## config.mk

```make
export PLATFORM = sky130hd
export DESIGN_NAME = aes_inv_key_sched
export DESIGN_NICKNAME = d
export VERILOG_FILES = /design/src/rtl/aes_inv_key_sched.sv
export SDC_FILE = /design/constraint.sdc
export NUM_CORES = 2
export LEC_CHECK = 0
export ABC_AREA = 0
export BUFFER_PORTS_ARGS = -buffer_cell sky130_fd_sc_hd__buf_2
export CAP_MARGIN = 20
export CORE_UTILIZATION = 44
export DETAILED_ROUTE_END_ITERATION = 7
export GPL_ROUTABILITY_DRIVEN = 0
export RECOVER_POWER = 25
export SETUP_SLACK_MARGIN = 0.2
export SLEW_MARGIN = 10
export SYNTH_ARGS = -nofsm -noshare
export SYNTH_HDL_FRONTEND = slang
export SYNTH_SLANG_ARGS = --single-unit
```

## constraint.sdc

```tcl
create_clock -name clk -period 20.4 [get_ports clk]
set_input_delay 1.02 -clock clk [delete_from_list [all_inputs] [get_ports clk]]
set_output_delay 1.02 -clock clk [all_outputs]
set_load 0.01 [all_outputs]
```

## src/rtl/aes_inv_key_sched.sv

```systemverilog
`default_nettype none
// ============================================================================
//  Module   : aes_4sbox, aes_inv_key_sched
//  Purpose  : Inverse AES-128 key schedule. A round-LAST_ROUND key is loaded
//             on start, and the schedule is then walked backwards one round
//             per accepted valid/ready handshake. Keys LAST_ROUND..0 are
//             emitted in that order for the decryption datapath.
//  Ports (aes_inv_key_sched):
//    clk        in   1    clock, rising edge
//    reset_n    in   1    asynchronous active-low reset
//    start      in   1    load last_key and begin a sweep (ignored while busy)
//    last_key   in   128  round-LAST_ROUND key {w0,w1,w2,w3}, w0 = [127:96]
//    key_valid  out  1    round_key/key_round hold a valid key
//    key_ready  in   1    consumer accepts when key_valid && key_ready
//    round_key  out  128  current round key {w0,w1,w2,w3}
//    key_round  out  4    round index of round_key
//    busy       out  1    sweep in progress
//    done       out  1    one-cycle pulse after the round-0 key is accepted
//  Ports (aes_4sbox):
//    din        in   32   four input bytes
//    dout       out  32   AES S-box applied to each byte independently
//  Revision : 1.0  initial release
// ============================================================================

// Four parallel AES S-boxes. Each byte is mapped through the GF(2^8)
// multiplicative inverse followed by the FIPS-197 affine transform, which
// keeps the table out of the source while remaining purely combinational.
module aes_4sbox (
    input  logic [31:0] din,
    output logic [31:0] dout
);

    // Multiplication in GF(2^8) modulo x^8 + x^4 + x^3 + x + 1.
    function automatic logic [7:0] gf_mul(input logic [7:0] a, input logic [7:0] b);
        logic [7:0] prod;
        logic [7:0] acc_a;
        prod  = 8'h00;
        acc_a = a;
        for (int i = 0; i < 8; i++) begin
            if (b[i]) begin
                prod = prod ^ acc_a;
            end
            acc_a = {acc_a[6:0], 1'b0} ^ (acc_a[7] ? 8'h1b : 8'h00);
        end
        return prod;
    endfunction

    // x^254 == x^-1 for x != 0; the chain naturally maps 0 to 0 as AES needs.
    // x^254 = x^2 * x^4 * ... * x^128, built by repeated squaring.
    function automatic logic [7:0] gf_inv(input logic [7:0] x);
        logic [7:0] sq;
        logic [7:0] acc;
        sq  = x;
        acc = 8'h01;
        for (int i = 1; i < 8; i++) begin
            sq  = gf_mul(sq, sq);
            acc = gf_mul(acc, sq);
        end
        return acc;
    endfunction

    function automatic logic [7:0] sbox(input logic [7:0] x);
        logic [7:0] v;
        v = gf_inv(x);
        // Affine map: b ^ rotl(b,1) ^ rotl(b,2) ^ rotl(b,3) ^ rotl(b,4) ^ 0x63
        return v
             ^ {v[6:0], v[7]}
             ^ {v[5:0], v[7:6]}
             ^ {v[4:0], v[7:5]}
             ^ {v[3:0], v[7:4]}
             ^ 8'h63;
    endfunction

    for (genvar g = 0; g < 4; g++) begin : g_sbox
        assign dout[8*g +: 8] = sbox(din[8*g +: 8]);
    end

endmodule

// LAST_ROUND is the round index of the loaded key; legal range is 1..10.
module aes_inv_key_sched #(
    parameter int LAST_ROUND = 10
) (
    input  logic         clk,
    input  logic         reset_n,
    input  logic         start,
    input  logic [127:0] last_key,
    output logic         key_valid,
    input  logic         key_ready,
    output logic [127:0] round_key,
    output logic [3:0]   key_round,
    output logic         busy,
    output logic         done
);

    localparam logic [3:0] C_LAST_ROUND = 4'(LAST_ROUND);

    typedef enum logic [0:0] {
        ST_IDLE = 1'b0,
        ST_EMIT = 1'b1
    } state_t;

    state_t       r_state;
    state_t       w_state_nxt;
    logic [127:0] r_round_key;
    logic [3:0]   r_key_round;
    logic         r_done;

    logic         w_handshake;
    logic         w_final;
    logic [31:0]  w_w0, w_w1, w_w2, w_w3;
    logic [31:0]  w_p0, w_p1, w_p2, w_p3;
    logic [31:0]  w_sub;
    logic [127:0] w_prev_key;

    // Round constant of the round being undone; same table as the forward
    // expander uses for producing round r from round r-1.
    function automatic logic [7:0] rcon(input logic [3:0] r);
        logic [7:0] val;
        case (r)
            4'd1:    val = 8'h01;
            4'd2:    val = 8'h02;
            4'd3:    val = 8'h04;
            4'd4:    val = 8'h08;
            4'd5:    val = 8'h10;
            4'd6:    val = 8'h20;
            4'd7:    val = 8'h40;
            4'd8:    val = 8'h80;
            4'd9:    val = 8'h1b;
            4'd10:   val = 8'h36;
            default: val = 8'h00;
        endcase
        return val;
    endfunction

    assign w_handshake = (r_state == ST_EMIT) && key_ready;
    assign w_final     = (r_key_round == 4'd0);

    // Undo one forward round. The forward step makes each word the XOR of
    // its predecessor in the new key and the same word in the old key, so
    // XORing adjacent new words recovers w1..w3 directly; w0 then needs the
    // recovered old w3 (p3) through RotWord(SubWord()) plus rcon.
    assign {w_w0, w_w1, w_w2, w_w3} = r_round_key;
    assign w_p3 = w_w3 ^ w_w2;
    assign w_p2 = w_w2 ^ w_w1;
    assign w_p1 = w_w1 ^ w_w0;

    aes_4sbox u_sbox (
        .din  (w_p3),
        .dout (w_sub)
    );

    assign w_p0       = w_w0 ^ {w_sub[23:0], w_sub[31:24]} ^ {rcon(r_key_round), 24'h000000};
    assign w_prev_key = {w_p0, w_p1, w_p2, w_p3};

    always_comb begin
        w_state_nxt = r_state;
        case (r_state)
            ST_IDLE: begin
                if (start) begin
                    w_state_nxt = ST_EMIT;
                end
            end
            ST_EMIT: begin
                if (w_handshake && w_final) begin
                    w_state_nxt = ST_IDLE;
                end
            end
            default: w_state_nxt = ST_IDLE;
        endcase
    end

    always_ff @(posedge clk or negedge reset_n) begin
        if (!reset_n) begin
            r_state <= ST_IDLE;
        end else begin
            r_state <= w_state_nxt;
        end
    end

    // The key register only moves on load or on a non-final handshake, so a
    // stalled key holds and the round-0 key remains visible after the sweep.
    always_ff @(posedge clk or negedge reset_n) begin
        if (!reset_n) begin
            r_round_key <= 128'h0;
            r_key_round <= 4'd0;
            r_done      <= 1'b0;
        end else begin
            r_done <= w_handshake && w_final;
            if ((r_state == ST_IDLE) && start) begin
                r_round_key <= last_key;
                r_key_round <= C_LAST_ROUND;
            end else if (w_handshake && !w_final) begin
                r_round_key <= w_prev_key;
                r_key_round <= r_key_round - 4'd1;
            end
        end
    end

    assign key_valid = (r_state == ST_EMIT);
    assign busy      = (r_state == ST_EMIT);
    assign round_key = r_round_key;
    assign key_round = r_key_round;
    assign done      = r_done;

endmodule

`default_nettype wire
```

==> results_dict.tcl <==
set metrics [dict create \
    yosys.area.top_type_share_pct 20.9 \
    grt_max_degree 131 \
    synthMuxAreaShare_pct 4.37 \
    max-slew-margin-rel_pct -220 \
    antenna_found_initial 11 \
    core_region_area_um2 142000 \
    drive_above_1_share_pct 11.3 \
    clkTransAtPathRegs_ns 0.08 \
    vias_per_cell 5.91 \
    synth_warnings 0 \
    avgSynthCellArea_um2 7.63 \
    fp.dieW_um 381 \
    portBuffers 266 \
    synth_fa_ha_area_share_pct 0.490 \
    startpoint_type "flip-flop" \
    synthXorXnorAreaFrac_pct 48.4 \
    cts_max_path_buffers 2 \
    synthCells 8299 \
    clk_latency_ns 0.54 \
    hpwl_um 158000 \
    area_growth_pct 7.37 \
    synth_area_um2 63300 \
    cp-end-kind "flip-flop" \
    wirelength_um 212000 \
    synthFlopType "dfrtp_1" \
    cp.arrival_ns 19.62 \
    synth_compound_area_share_pct 17.0 \
    grt_pass1_wl_um 333000 \
    synth_commonest_cells "xnor2_1, nor2_1, nand2_1, xor2_1, o21ai_0" \
    synth_edf_count 0 \
    worstMarginPinSlew_ns 4.80 \
    finalMaxSlewViolations 137 \
    rows 138 \
    hold_viol_final 0 \
    worstPathRequired_ns 20.77 \
    path_class "reg -> reg" \
    status "complete, but fails checks" \
    fillers 14200 \
    grt_overflow 0 \
    cts_tree "built" \
    synthTopCellsByArea "xnor2_1, xnor3_1, xor2_1, nor2_1, nand2_1" \
    first_global_vias 56600 \
    fmax_mhz 51.9 \
    gr-usage-all-layers_pct 28.3 \
    cts_buffers 17 \
    path_max_fanout 18 \
    hp-class "reg -> reg" \
    synth_top_family_by_area "XOR/XNOR gates" \
    post-route-drc-count 0 \
    syn-num-nets 8455 \
    fin_nets 8507 \
    drtIter0Drc 6049 \
    yosys.area_share.simple_pct 20.4 \
    yosysTopAreaCell "xnor2_1" \
    fin_crit_sh_pct 94.4 \
    initial_core_util_pct 44.5 \
    cts_setup_buffers 0 \
    cts_max_level 4 \
    multi_input_area_um2 57800 \
    wire_per_inst_um 20.7 \
    setup_viol 0 \
    finalClockSkew_ns 0.0266 \
    tns_ns 0 \
    yosysMostFrequentCell "xnor2_1" \
    root_buffer "clkbuf_16" \
    rsz0062_at_grt "no" \
    path_common_cell "xnor2_1" \
    num_vias 60700 \
    critPathMaxStageDelay_ns 0.63 \
    regArea_um2 3350 \
    ys_types 128 \
    dieHeight_um 381 \
    io_pins 267 \
    cap_violations 2 \
    min_period_ns 19.25 \
    async_flop_share_pct 100 \
    numClockSinks 134 \
    dieArea_um2 145000 \
    antenna_left 0 \
    ys_seq_area_share_pct 5.29 \
    synth.ff_latch_count 134 \
    cpMaxStageDelayCell "xnor2_1" \
    drt_first_pass_iters 6 \
    violations "max-capacitance violations, max-slew violations" \
]
[cells in the final DEF, fill, tap and decap left out, drive strengths merged, types with 31 or more instances in the layout]
cell    synthesis  final
a211oi         80     80
a21oi         420    420
a221oi         34     34
a22oi          41     41
a31oi          69     69
and2           59     59
and3           48     48
buf           170    552
dfrtp         134    134
inv            79     86
mux2           37     37
mux2i         229    229
nand2        1013   1013
nand2b         45     45
nand3         206    206
nand4          34     34
nor2         1136   1136
nor2b          52     52
nor3          234    234
o211ai         74     74
o21ai         476    476
o221ai         31     31
o22ai         105    105
or3            40     40
xnor2        1607   1607
xnor3         397    397
xor2          542    542
xor3           68     68
[final timing paths]
| check | start | endpoint | slack [ns] | cells past startpoint |
|---|---|---|---|---|
| max | round_key[23] | round_key[123] | 1.15 | 61 |
| min | round_key[107] | round_key[107] | 0.60 | 2 |
| max reg2reg | round_key[23] | round_key[123] | 1.15 | 61 |
| min reg2reg | round_key[107] | round_key[107] | 0.60 | 2 |
| max in group asynchronous | reset_n | round_key[30] | 12.99 | 2 |
| min in group asynchronous | reset_n | round_key[78] | 2.19 | 1 |
[critical path: cells and delay by family, from the launching register on]
family / cells / cell delay, ns
xor gates and xnor gates: 19 / 6.47
AOI/OAI and AO/OA: 18 / 4.94
and+or+nand+nor: 8 / 2.15
muxes: 5 / 1.77
adders and majority gates: 4 / 1.72
buffers and inverters: 7 / 1.53
DFF: 1 / 0.46
[layout make-up]
type / instances / share of cell area [%]
clock buffers: 18 / 0.646
diodes: 3 / 0.0110
flip-flops and latches: 134 / 4.93
well taps: 1890 / 3.48
inverters: 92 / 0.510
multi-input cells: 7550 / 85.0
repair buffers: 556 / 5.21
clock inverters: 14 / 0.239
[cell families after synthesis]
family | after synthesis
and+or+nand+nor | 2977
xor gates and xnor gates | 2614
AOI/OAI and AO/OA | 1667
buffers and inverters | 615
muxes | 267
DFF | 134
adders and majority gates | 25
[timing repair]
item                       in CTS  in global routing
setup endpoints to repair       0                  2
gates resized for setup         0                  3
hold endpoints to repair        0                  0
hold buffers                    0                  0
[sequential cells by signal, summed over array words and instances, names as in the netlist]
name,count
round_key,128
busy,1
key_round,4
done,1
[per-stage QoR]
step                      worst slack, ns  util (%)  hold slack, ns  cell area [µm²]  std cells
after detailed placement             1.23      47.3           0.579            67300      10200
after global placement               1.73      47.3           0.572            67300      10200
after global routing                0.269      47.8           0.632            68000      10300
after CTS                            1.09      47.8           0.503            67900      10200
after floorplan                      3.58         -           0.596            63300       8299
final                                1.15      47.8           0.596            68000      10300
[per-layer routing]
layer / share of wire (%) / up-vias / track usage [%]
met2: 44 / 2548 / 43.4
met1: 46 / 29200 / 41.2
li1: - / 28700 / -
met4: 2.1 / 4 / 6.85
met5: 0.010 / - / 0
met3: 8.4 / 282 / 4.06
Power is left out: the tool's default activity adds up to more than one toggle a clock period on the data nets, which glitch-free logic cannot reach.
